--- config.mk ---
export PLATFORM = sky130hd
export DESIGN_NAME = sfx_player
export DESIGN_NICKNAME = d
export VERILOG_FILES = /design/src/rtl/sfx_player_pkg.sv /design/src/rtl/sfx_player_square_osc.sv /design/src/rtl/sfx_player.sv
export SDC_FILE = /design/constraint.sdc
export NUM_CORES = 1
export LEC_CHECK = 0
export CAP_MARGIN = 10
export CELL_PAD_IN_SITES_DETAIL_PLACEMENT = 1
export CELL_PAD_IN_SITES_GLOBAL_PLACEMENT = 1
export CORE_ASPECT_RATIO = 0.6
export CORE_MARGIN = 1
export CORE_UTILIZATION = 50
export CTS_CLUSTER_SIZE = 30
export DETAILED_ROUTE_END_ITERATION = 10
export HOLD_SLACK_MARGIN = 0.15
export PLACE_DENSITY_LB_ADDON = 0.1
export REMOVE_ABC_BUFFERS = 1
export SLEW_MARGIN = 20
export SYNTH_ARGS = -nofsm -noshare
export SYNTH_HDL_FRONTEND = slang
export SYNTH_SLANG_ARGS = --single-unit
--- constraint.sdc ---
create_clock -name clk -period 6.1 [get_ports clk]
set_input_delay 1.22 -clock clk [delete_from_list [all_inputs] [get_ports clk]]
set_output_delay 1.22 -clock clk [all_outputs]
set_load 0.01 [all_outputs]
--- src/rtl/sfx_player_pkg.sv ---
// Shared definitions for the sound-effect voices: state encoding and
// helpers for deriving oscillator periods from the audio clock.
package sfx_player_pkg;

  typedef enum logic {
    SFX_IDLE = 1'b0,
    SFX_PLAY = 1'b1
  } sfx_state_t;

  localparam int unsigned AUDIO_CLK_FREQ = 50_000_000;

  // Full square-wave period in audio clock cycles for a tone of freq Hz.
  function automatic int unsigned freq_to_period(input int unsigned freq);
    return (freq == 0) ? 0 : AUDIO_CLK_FREQ / freq;
  endfunction

endpackage

--- src/rtl/sfx_player_square_osc.sv ---
// Square-wave generator: counts phase up to the requested half period and
// flips the output bit each time it gets there.
module square_osc #(
  parameter int WIDTH = 32
) (
  input  logic             clk,
  input  logic             rst_n,
  input  logic             enable,
  input  logic             restart,
  input  logic [WIDTH-1:0] half_period,
  output logic             out
);

  logic [WIDTH-1:0] phase;

  // Phase counter and toggle; ">=" lets a shrinking half period toggle at once.
  always_ff @(posedge clk or negedge rst_n) begin
    if (!rst_n) begin
      phase <= '0;
      out   <= 1'b0;
    end else if (restart) begin
      phase <= '0;
      out   <= 1'b1;
    end else if (!enable) begin
      phase <= '0;
      out   <= 1'b0;
    end else if (phase >= half_period - 1'b1) begin
      phase <= '0;
      out   <= ~out;
    end else begin
      phase <= phase + 1'b1;
    end
  end

endmodule

--- src/rtl/sfx_player.sv ---
// One-shot swept-tone voice: on a play strobe emits a square wave whose
// period ramps from START_PERIOD toward END_PERIOD, for a fixed duration
// or until stopped, optionally looping.
module sfx_player
  import sfx_player_pkg::*;
#(
  parameter int                    PERIOD_WIDTH    = 32,
  parameter logic [PERIOD_WIDTH-1:0] START_PERIOD    = 1_000_000,
  parameter logic [PERIOD_WIDTH-1:0] END_PERIOD      = 2_000_000,
  parameter logic [PERIOD_WIDTH-1:0] STEP            = 1000,
  parameter logic [PERIOD_WIDTH-1:0] SWEEP_CYCLES    = 100_000,
  parameter logic [PERIOD_WIDTH-1:0] DURATION_CYCLES = 50_000_000,
  parameter bit                    LOOP            = 1'b0
) (
  input  logic clk,
  input  logic rst_n,
  input  logic play,
  input  logic stop,
  output logic active,
  output logic out
);

  localparam logic [PERIOD_WIDTH-1:0] ONE        = {{(PERIOD_WIDTH-1){1'b0}}, 1'b1};
  localparam logic [PERIOD_WIDTH-1:0] SWEEP_LAST = SWEEP_CYCLES - ONE;
  localparam logic [PERIOD_WIDTH-1:0] DUR_LAST   = DURATION_CYCLES - ONE;
  localparam bit                      SWEEP_UP   = (END_PERIOD >= START_PERIOD);

  sfx_state_t              state;
  logic [PERIOD_WIDTH-1:0] period_q;
  logic [PERIOD_WIDTH-1:0] sweep_cnt;
  logic [PERIOD_WIDTH-1:0] dur_cnt;
  logic [PERIOD_WIDTH-1:0] half_raw;
  logic [PERIOD_WIDTH-1:0] half_period;
  logic                    end_hit;
  logic                    restart;
  logic                    go_idle;
  logic                    osc_enable;

  // Move the period one STEP toward END_PERIOD, computed one bit wider so
  // the addition or the comparison can never wrap before saturating.
  function automatic logic [PERIOD_WIDTH-1:0] step_toward(input logic [PERIOD_WIDTH-1:0] cur);
    logic [PERIOD_WIDTH:0]   wide;
    logic [PERIOD_WIDTH-1:0] result;
    if (SWEEP_UP) begin
      wide   = {1'b0, cur} + {1'b0, STEP};
      result = (wide >= {1'b0, END_PERIOD}) ? END_PERIOD : wide[PERIOD_WIDTH-1:0];
    end else begin
      wide   = {1'b0, END_PERIOD} + {1'b0, STEP};
      result = ({1'b0, cur} <= wide) ? END_PERIOD : cur - STEP;
    end
    return result;
  endfunction

  // Half-period clamp and the restart/stop decisions shared by FSM and oscillator.
  always_comb begin
    half_raw    = period_q >> 1;
    half_period = (half_raw == '0) ? ONE : half_raw;
    end_hit     = (state == SFX_PLAY) && (DURATION_CYCLES != '0) && (dur_cnt == DUR_LAST);
    restart     = !stop && (play || (end_hit && LOOP));
    go_idle     = stop || (end_hit && !LOOP && !play);
    osc_enable  = (state == SFX_PLAY) && !go_idle;
  end

  // Voice FSM with sweep and duration counters; stop beats play, play beats the natural end.
  always_ff @(posedge clk or negedge rst_n) begin
    if (!rst_n) begin
      state     <= SFX_IDLE;
      period_q  <= START_PERIOD;
      sweep_cnt <= '0;
      dur_cnt   <= '0;
    end else if (stop) begin
      state <= SFX_IDLE;
    end else if (restart) begin
      state     <= SFX_PLAY;
      period_q  <= START_PERIOD;
      sweep_cnt <= '0;
      dur_cnt   <= '0;
    end else if (end_hit) begin
      state <= SFX_IDLE;
    end else if (state == SFX_PLAY) begin
      if (DURATION_CYCLES != '0) begin
        dur_cnt <= dur_cnt + ONE;
      end
      if (SWEEP_CYCLES != '0) begin
        if (sweep_cnt == SWEEP_LAST) begin
          sweep_cnt <= '0;
          period_q  <= step_toward(period_q);
        end else begin
          sweep_cnt <= sweep_cnt + ONE;
        end
      end
    end
  end

  assign active = (state == SFX_PLAY);

  square_osc #(
    .WIDTH(PERIOD_WIDTH)
  ) u_osc (
    .clk        (clk),
    .rst_n      (rst_n),
    .enable     (osc_enable),
    .restart    (restart),
    .half_period(half_period),
    .out        (out)
  );

endmodule
---- After elaboration in Yosys (flattened, before gate mapping) ----
Cells that the tools add are included.
cells by class
  add/sub/neg operators ................... 5
  $lt $le $gt $ge ......................... 2
  equality and inequality tests ........... 4
  mux-type cells .......................... 22
  bitwise gates (word level) .............. 2
  reduce and logical (&&, ||, !) cells .... 14
operator list
  operator                  number
  $mux W32                  15
  $add A32 B1 Y32 const B   3
  $add A32 B10 Y33 const B  1
  $ge A33 B21 Y1 const B    1
  $eq A32 B17 Y1 const B    1
  $eq A32 B26 Y1 const B    1
  $ge A32 B32 Y1            1
  $logic_not A32 Y1         1
  $sub A31 B1 Y32 const B   1
  $mux W31                  1
  $mux W1                   6
  $logic_and A1 B1 Y1       4
  $reduce_and A4 Y1         1
  $reduce_bool A2 Y1        2
  $logic_not A1 Y1          3
  $ne A3 B3 Y1 const B      1
  $reduce_and A3 Y1         1
  $reduce_bool A3 Y1        1
  $ne A2 B1 Y1 const B      1
  $not A1 Y1                2
  $logic_or A1 B1 Y1        1
storage, ports and cells
  register bits after elaboration ......... 130
  output and inout port bits .............. 2
  logic and storage cells ................. 55

---- Longest topological paths before layout ----
  depth after elaboration ................. 8
  gate-level depth with buffers ........... 18

---- Cells and area by module ----
From an unflattened synthesis, not the netlist that was laid out.
unflattened totals
  cells, all modules ...................... 968
  area total of the unflattened synthesis .. 8314.2 um^2
modules (own cells, without submodules)
  module      instances  cells each  area each (um^2)  sequential area each (um^2)
  sfx_player  1          651         5511.5            2361.0
  square_osc  1          317         2802.7            825.8

---- Worst setup path before layout ----
OpenSTA, ideal clock, no wires.
  kind .................................... reg-to-reg
  start ................................... register period_q[21]
  end ..................................... register u_osc.phase[22]
  setup time .............................. 132 ps
  arrival time ............................ 4311 ps
  required time ........................... 5968 ps
  path slack .............................. 1657 ps
  stages on the path, launching flop included .. 18
  buffers on the path ..................... 2
  clock period less this slack ............ 4443 ps
  cell sequence ........................... dfrtp_1 -> buf_6 -> or4_4 -> or4_4 -> nor4_4 -> nand3_4 -> nand2_1 -> ha_1 -> a21boi_4 -> or4b_1 -> xor2_1 -> ha_1 -> nand4_1 -> nor4_1 -> o21ai_0 -> nand2_1 -> clkbuf_1 -> nor2_1
on the way
  longest elaborated chain between the ends .. 7
ends and longest elaborated chain
  item                    line                         RTL
  start, declared         sfx_player.sv:29             logic [PERIOD_WIDTH-1:0] period_q;
  start signal, assigned  sfx_player.sv:87             period_q <= step_toward(period_q);
  $logic_not A32 Y1       sfx_player.sv:57             half_period = (half_raw == '0) ? ONE : half_raw;
  $mux W31 *              sfx_player.sv:57
  $sub A31 B1 Y32 *       sfx_player_square_osc.sv:27  end else if (phase >= half_period - 1'b1) begin
  $ge A32 B32 Y1 *        sfx_player_square_osc.sv:27
  $mux W32 *              sfx_player_square_osc.sv:27
  $mux W32 *              sfx_player_square_osc.sv:24  end else if (!enable) begin
  $mux W32 *              sfx_player_square_osc.sv:21  end else if (restart) begin
  end signal, assigned    sfx_player_square_osc.sv:31  phase <= phase + 1'b1;
  end, declared           sfx_player_square_osc.sv:14  logic [WIDTH-1:0] phase;
Mark *: on every way between the ends. The rest lies on a longest branch, timed or not.
A chain may end at the register's enable or synchronous reset.

---- Worst setup path after layout ----
  start ................................... register period_q[5]
  end ..................................... register u_osc.phase[14]
The elaborated chain is that of the path after synthesis.

==> results.md <==
* Die X at 167 um
* Part of the power in the clock network at 46.2%
* CTS tree: yes
* Vias per cell at 6.49
* Placed wire-length estimate at 17300 um
* Post-Route Setup TNS at 0 ns
* Worst setup SP type: flop
* Clock slew at reported path FFs at 0.06 ns
* Logic pwr share at 12.3%
* Asr flop ratio synth at 100%
* Die Ht at 101 um
* GRT Overall Usage at 30.6%
* CP max FO at 17
* First-pass GRT wire length at 40400 um
* Cts hold-fix bufs at 0
* Final hold violations at 0
* Min cycle time layout at 5.59 ns
* Power density over the cells at 247 nW/um^2
* IO buf count at 5
* Antenna Cells at 0
* Initial Utilization at 52.0%
* Die ar. at 16800 sq um
* Switching pwr at 630 uW
* Worst setup startpoint: period_q[5]
* Rel. slew slack at 32.5%
* R2R Path End: u_osc.phase[14]
* Synth Register Bits at 127
* Synthesis-to-layout area growth at 9.75%
* Reg2reg path depth at 16
* Final Skew at 0.0136 ns
* Routed WL at 24400 um
* Largest net degree at the start of global routing at 79
* Top-Level Pins at 6
* Sequential element share of the synthesized area at 39.2%
* Layout cells sized above 1 at 7.45%
* Number of flops mapped to enable cells by yosys at 0
* Detailed-router iteration count before antenna repair at 5
* Power, Total at 2200 uW
* Routed vias at 7422
* Max-slew violations at 0
* Worst VDD drop at 174 uV
* CP arrival at 5.88 ns
* Critical Path End: u_osc.phase[14]
* Antenna violations before repair at 0
* Routed len/inst at 21.4 um
* Worst-Margin Slew at 1.01 ns
* Worst EP required at 6.39 ns
* Crit Path Class: flop to flop
* Grt total ovfl at 0
* Clock buffer depth at 2
* Hold crit path type: flop to flop
* Internal cell power at 1570 uW
* Syn Area/Cell at 8.65 sq um
* # rows at 35
* Leakage at 0.00369 uW
* TritonCTS Buffers at 17
* RSZ-0062 raised after global routing: false
* R2r setup slk at 0.51 ns
* Post-Syn Area at 8140 sq um
* Post-CTS Setup Bufs at 0
* Flop pwr share at 41.5%
* Post-CTS sizing at 0
* CTS H-tree depth at 4
* Top_reg_cell synth: dfrtp_1
* Core Region at 15600 sq um
* Worst-Skew Late Latency at 0.42 ns
* Final setup fails at 0
* Routability-driven placement congestion ratio at 0.810
* Vias in the first global route at 7617
* DRT iter0 DRCs at 560
* Ys Warns at 0
* Antenna Nets Post-Route at 0
* Clk sinks at 127
* Post-synth cell types at 62
* R2R Path Start: period_q[5]
* Period utilization at 91.6%
* Synth Instances at 941
* Peak Freq at 179 MHz
* Total of max-cap violations at 0
* Sw frac at 28.6%
* Kind of end point of the critical path: flop
* Nets at 971
* Outcome: complete, no violations
* DRC at 0
* CTS root buf: clkbuf_16
## how the worst min path moves through the flow
stage,to,start,slack (ns),cells after the start
after floorplan,sweep_cnt[16],sweep_cnt[16],0.46,1
after global placement,sweep_cnt[16],sweep_cnt[16],0.50,1
after detailed placement,sweep_cnt[16],sweep_cnt[16],0.50,1
after CTS,sweep_cnt[16],sweep_cnt[16],0.52,1
after global routing,sweep_cnt[11],sweep_cnt[11],0.55,1
final,sweep_cnt[21],sweep_cnt[21],0.52,1
## cells by family (layout without fill, tap and decap cells)
kind of cell	after synthesis	count (layout)	share of synthesized area (%)
xor+xnor	80	80	8.61
flops	127	127	39.2
mux	3	3	0.400
compound gates	185	185	14.6
fa+ha+maj	39	39	6.00
simple gates	441	441	28.0
buf+inv	66	65	3.25
## state kept, by name (all words and copies together), names as in the netlist
| register | cells |
|---|---|
| dur_cnt | 32 |
| sweep_cnt | 32 |
| u_osc.phase | 32 |
| period_q | 29 |
| active | 1 |
| u_osc.out | 1 |
## synthesized netlist by cell type, types with 8 or more instances
master / number / area (sq um)
xnor2_1: 38 / 333
nand2_1: 76 / 285
a21o_1: 17 / 128
and2_1: 16 / 100
nor2_1: 116 / 435
nand3_1: 47 / 235
or4_1: 8 / 60.1
dfrtp_1: 120 / 3000
ha_1: 39 / 488
a31oi_1: 14 / 87.6
o31ai_1: 12 / 90.1
nand4_1: 42 / 263
inv_1: 16 / 60.1
nor4_1: 20 / 125
and3_1: 23 / 144
xor2_1: 42 / 368
or3_1: 20 / 125
a21oi_1: 26 / 130
o21ai_0: 69 / 345
nor3_1: 31 / 155
clkbuf_1: 43 / 161
and4_1: 8 / 70.1
## layout by cell type, fill, tap and decap left out, types with 12 or more instances in the layout
cell type and count:
nand3_1 47, buf_4 13, xnor2_1 38, and3_1 23
dfrtp_1 120, nor3_1 31, clkbuf_16 17, xor2_1 42
nand2_1 76, a31oi_1 14, and2_1 16, ha_1 39
o21ai_0 69, nor4_1 20, or3_1 20, a21o_1 17
o31ai_1 12, nor2_1 115, nand4_1 42, a21oi_1 26
inv_1 16
## per-layer routing
metal,up-vias,track usage [%],share of wire [%]
li1,3393,-,-
met1,3770,44.8,49
met2,231,47.5,44
met3,28,4.40,5.4
met4,0,8.33,1.2
met5,-,0,0
## power groups by stage
stage	Clock [uW]	Combinational, uW	Sequential, uW
2_1_floorplan	0	162	917
3_3_place_gp	0	247	922
3_5_place_dp	0	266	927
4_1_cts	1030	268	913
5_1_grt	1060	300	918
6_report	1020	270	915
## metrics by stage
stage	hold WS (ns)	std cells	cell area, sq um	setup slack, ns	utilization [%]
after floorplan	0.464	891	7930	-0.252	-
after global placement	0.497	1112	8340	0.992	53.4
after detailed placement	0.504	1112	8340	0.655	53.4
after CTS	0.516	1143	8920	0.606	57.1
after global routing	0.550	1143	8930	0.180	57.1
final	0.521	1143	8930	0.512	57.1
## area by class of cell
| type | count | area [sq um] |
|---|---|---|
| fillers | 1817 | 6710 |
| multi-input cells | 748 | 4700 |
| flip-flops and latches | 127 | 3190 |
| clock buffers | 19 | 443 |
| well taps | 203 | 254 |
| repair buffers | 18 | 149 |
| clock inverters | 12 | 136 |
| inverters | 16 | 60.1 |
## critical path, cell delays in order, from the launching register on
cell	delay [ns]
dfrtp_1	0.49
or3_1	0.50
or4_1	0.65
nor4_4	0.54
nand3_4	0.19
nand2_1	0.12
ha_1	0.18
a21boi_4	0.31
or4b_1	0.48
xor2_1	0.17
ha_1	0.32
nand4_1	0.14
nor4_1	0.30
o21ai_0	0.18
nand2_1	0.49
buf_4	0.33
nor2_1	0.08
No activity file was read; power rests on OpenSTA's default activity.
==> variant: new RTL, same settings <==
Change the parameter `LOOP` from 1'b0 to 1'b1.
--- a/src/rtl/sfx_player.sv
+++ b/src/rtl/sfx_player.sv
@@ -11,5 +11,5 @@
   parameter logic [PERIOD_WIDTH-1:0] SWEEP_CYCLES    = 100_000,
   parameter logic [PERIOD_WIDTH-1:0] DURATION_CYCLES = 50_000_000,
-  parameter bit                    LOOP            = 1'b0
+  parameter bit                    LOOP            = 1'b1
 ) (
   input  logic clk,
Check against the original RTL: same outputs for any inputs over 10 cycles, from zero or initial values and one cycle with rst_n low; that may be too few to reach the edited logic, so the function may still have changed.
==> variant against the original RTL <==
Sequential cell count is the same; non-clock buffer count shrank 5; worst setup slack gained 0.23 ns; maximum frequency grew 4.4%; design area grew 1.1%; area after synthesis grew 2.8%; wire length grew 0.77%.
Power is not compared: it rests on default switching activity, and its combinational part moved more than twofold at a synthesized area within 25%.
==> variant: results (changes against the original RTL) <==
* Status: completed
* Crit-path max cell delay at 0.72 ns (+0.07 ns)
* Critical Path AT at 5.65 ns (-0.23 ns)
* Yosys cell types at 65 (+4.8%)
* H-tree Lvls at 4 (unchanged)
* WHS Endpoint: dur_cnt[31]
* Worst rel slew slack at 0.296 (-0.0288)
* Via/cell ratio at 6.33 (-2.5%)
* Setup Buffers After CTS at 0 (unchanged)
* Share of layout cells above drive strength 1 at 0.0611 (-0.0134)
* Peak VDD IR at about 0.19 mV
* Vias in the first global route at 7,534 (-1.1%)
* CP max stage cell: or4_1
* Largest net degree at the start of global routing at 71 (-10%)
* CP max FO at 32 (+15)
* Synth Flop Type: dfrtp_1
* Reg-to-reg endpoint: u_osc.phase[26]
* Cell family with the largest share of critical-path delay: simple AND/OR/NAND/NOR gates
* Largest registers: dur_cnt: 32 flops, sweep_cnt: 32 flops, u_osc.phase: 32 flops
* First-pass GRT wire length at 40,400 um (-0.10%)
* Pwr/cell area at between 200 and 250 nW/um2
* Min Hold Slack at 0.492 ns (-0.0288 ns)
* WL per Instance at 20.6 um (-3.5%)
* Hold wc startpoint: dur_cnt[31]
* Reg2reg setup slack at 0.75 ns (+0.23 ns)
* Gpl congestion at 0.862 (+6.4%)
* Non-filler cells, final at 1,194 (+4.5%)
* Ranking of synthesized cells by area: dfrtp_1 36%, ha_1 5.8%, xnor2_1 5.4%, nor2_1 5.4%, nand3_1 3.9%
* Synth cell count leaders: 121 x nor2_1, 120 x dfrtp_1, 79 x nand2_1
* Reg-to-Reg Start: period_q[24]
* Clk root buf: clkbuf_16
* Fin nets at 996 (+2.6%)
* DP Area at 8510 um2 (+2.0%)
* FILL cells at 1,936 (+6.5%)
* Pre-CTS setup slack at 0.821 ns (+0.166 ns)
* Cells on worst reg2reg path at 19 (+3)
* Routed Antenna Nets at 0 (unchanged)
* Initial drt markers at 523 (-6.6%)
* Clock skew at 0.00929 ns (-0.00433 ns)
* GRT Total Usage at 0.302 (-0.00439)
* Critical path startpoint: period_q[24]
* Mean area per synthesized cell at 8.50 um2 (-1.7%)
* Part of the Yosys area used for sequential elements at 0.381 (-0.0107)
* Number of synthesis warnings at 0 (unchanged)
* Post-DP HPWL at 16,900 um (-2.1%)
-- variant: changes by cell type after synthesis, moves of 7 or more --
cell / change
a211oi_1: +11
and2_1: -9
buf_2: +7
nand3_1: +18
nor3_1: +10
nor4_1: +8
o21ai_0: -8
xnor2_1: +14
xor2_1: -9
-- variant: how the worst max path moves through the flow --
stage                            to  slack [ns]  depth (start not counted)
floorplan                 u_osc.out        0.82                         16
global placement     u_osc.phase[9]        1.18                         19
detailed placement  u_osc.phase[15]        0.82                         19
CTS                 u_osc.phase[26]        0.78                         19
global route        u_osc.phase[26]        0.34                         19
finish              u_osc.phase[26]        0.75                         19
-- variant: area by class of cell --
| class | instances | share of cell area |
|---|---|---|
| multi-input cells | 776 | 0.539 |
| flip-flops and latches | 127 | 0.353 |
| clock buffers | 26 | 0.0531 |
| well taps | 228 | 0.0316 |
| repair buffers | 13 | 0.0119 |
| inverters | 18 | 0.00749 |
| clock inverters | 6 | 0.00388 |
-- variant: kinds of logic (layout without fill, tap and decap cells) --
logic type,Yosys count,count (layout),synth area share
AO/OA/AOI/OAI,174,174,0.135
XOR/XNOR,85,85,0.0890
adder cells (fa/ha/maj),39,39,0.0583
buffers and inverters,81,63,0.0380
flip-flops,127,127,0.381
multiplexers,4,4,0.00509
AND/OR/NAND/NOR,474,474,0.293
-- variant: layer usage --
metal  wire (um)  global-route usage
met5           0                   0
met4         270              0.0874
met3        1220              0.0511
met2       10800               0.462
met1       12400               0.438
-- variant: power breakdown --
part           leakage (nW)  internal (mW)  switching [mW]
combinational          1.75         0.0236          0.0633
sequential             1.74          0.851          0.0126
clock                 0.248          0.537           0.379
total                  3.74           1.41           0.455
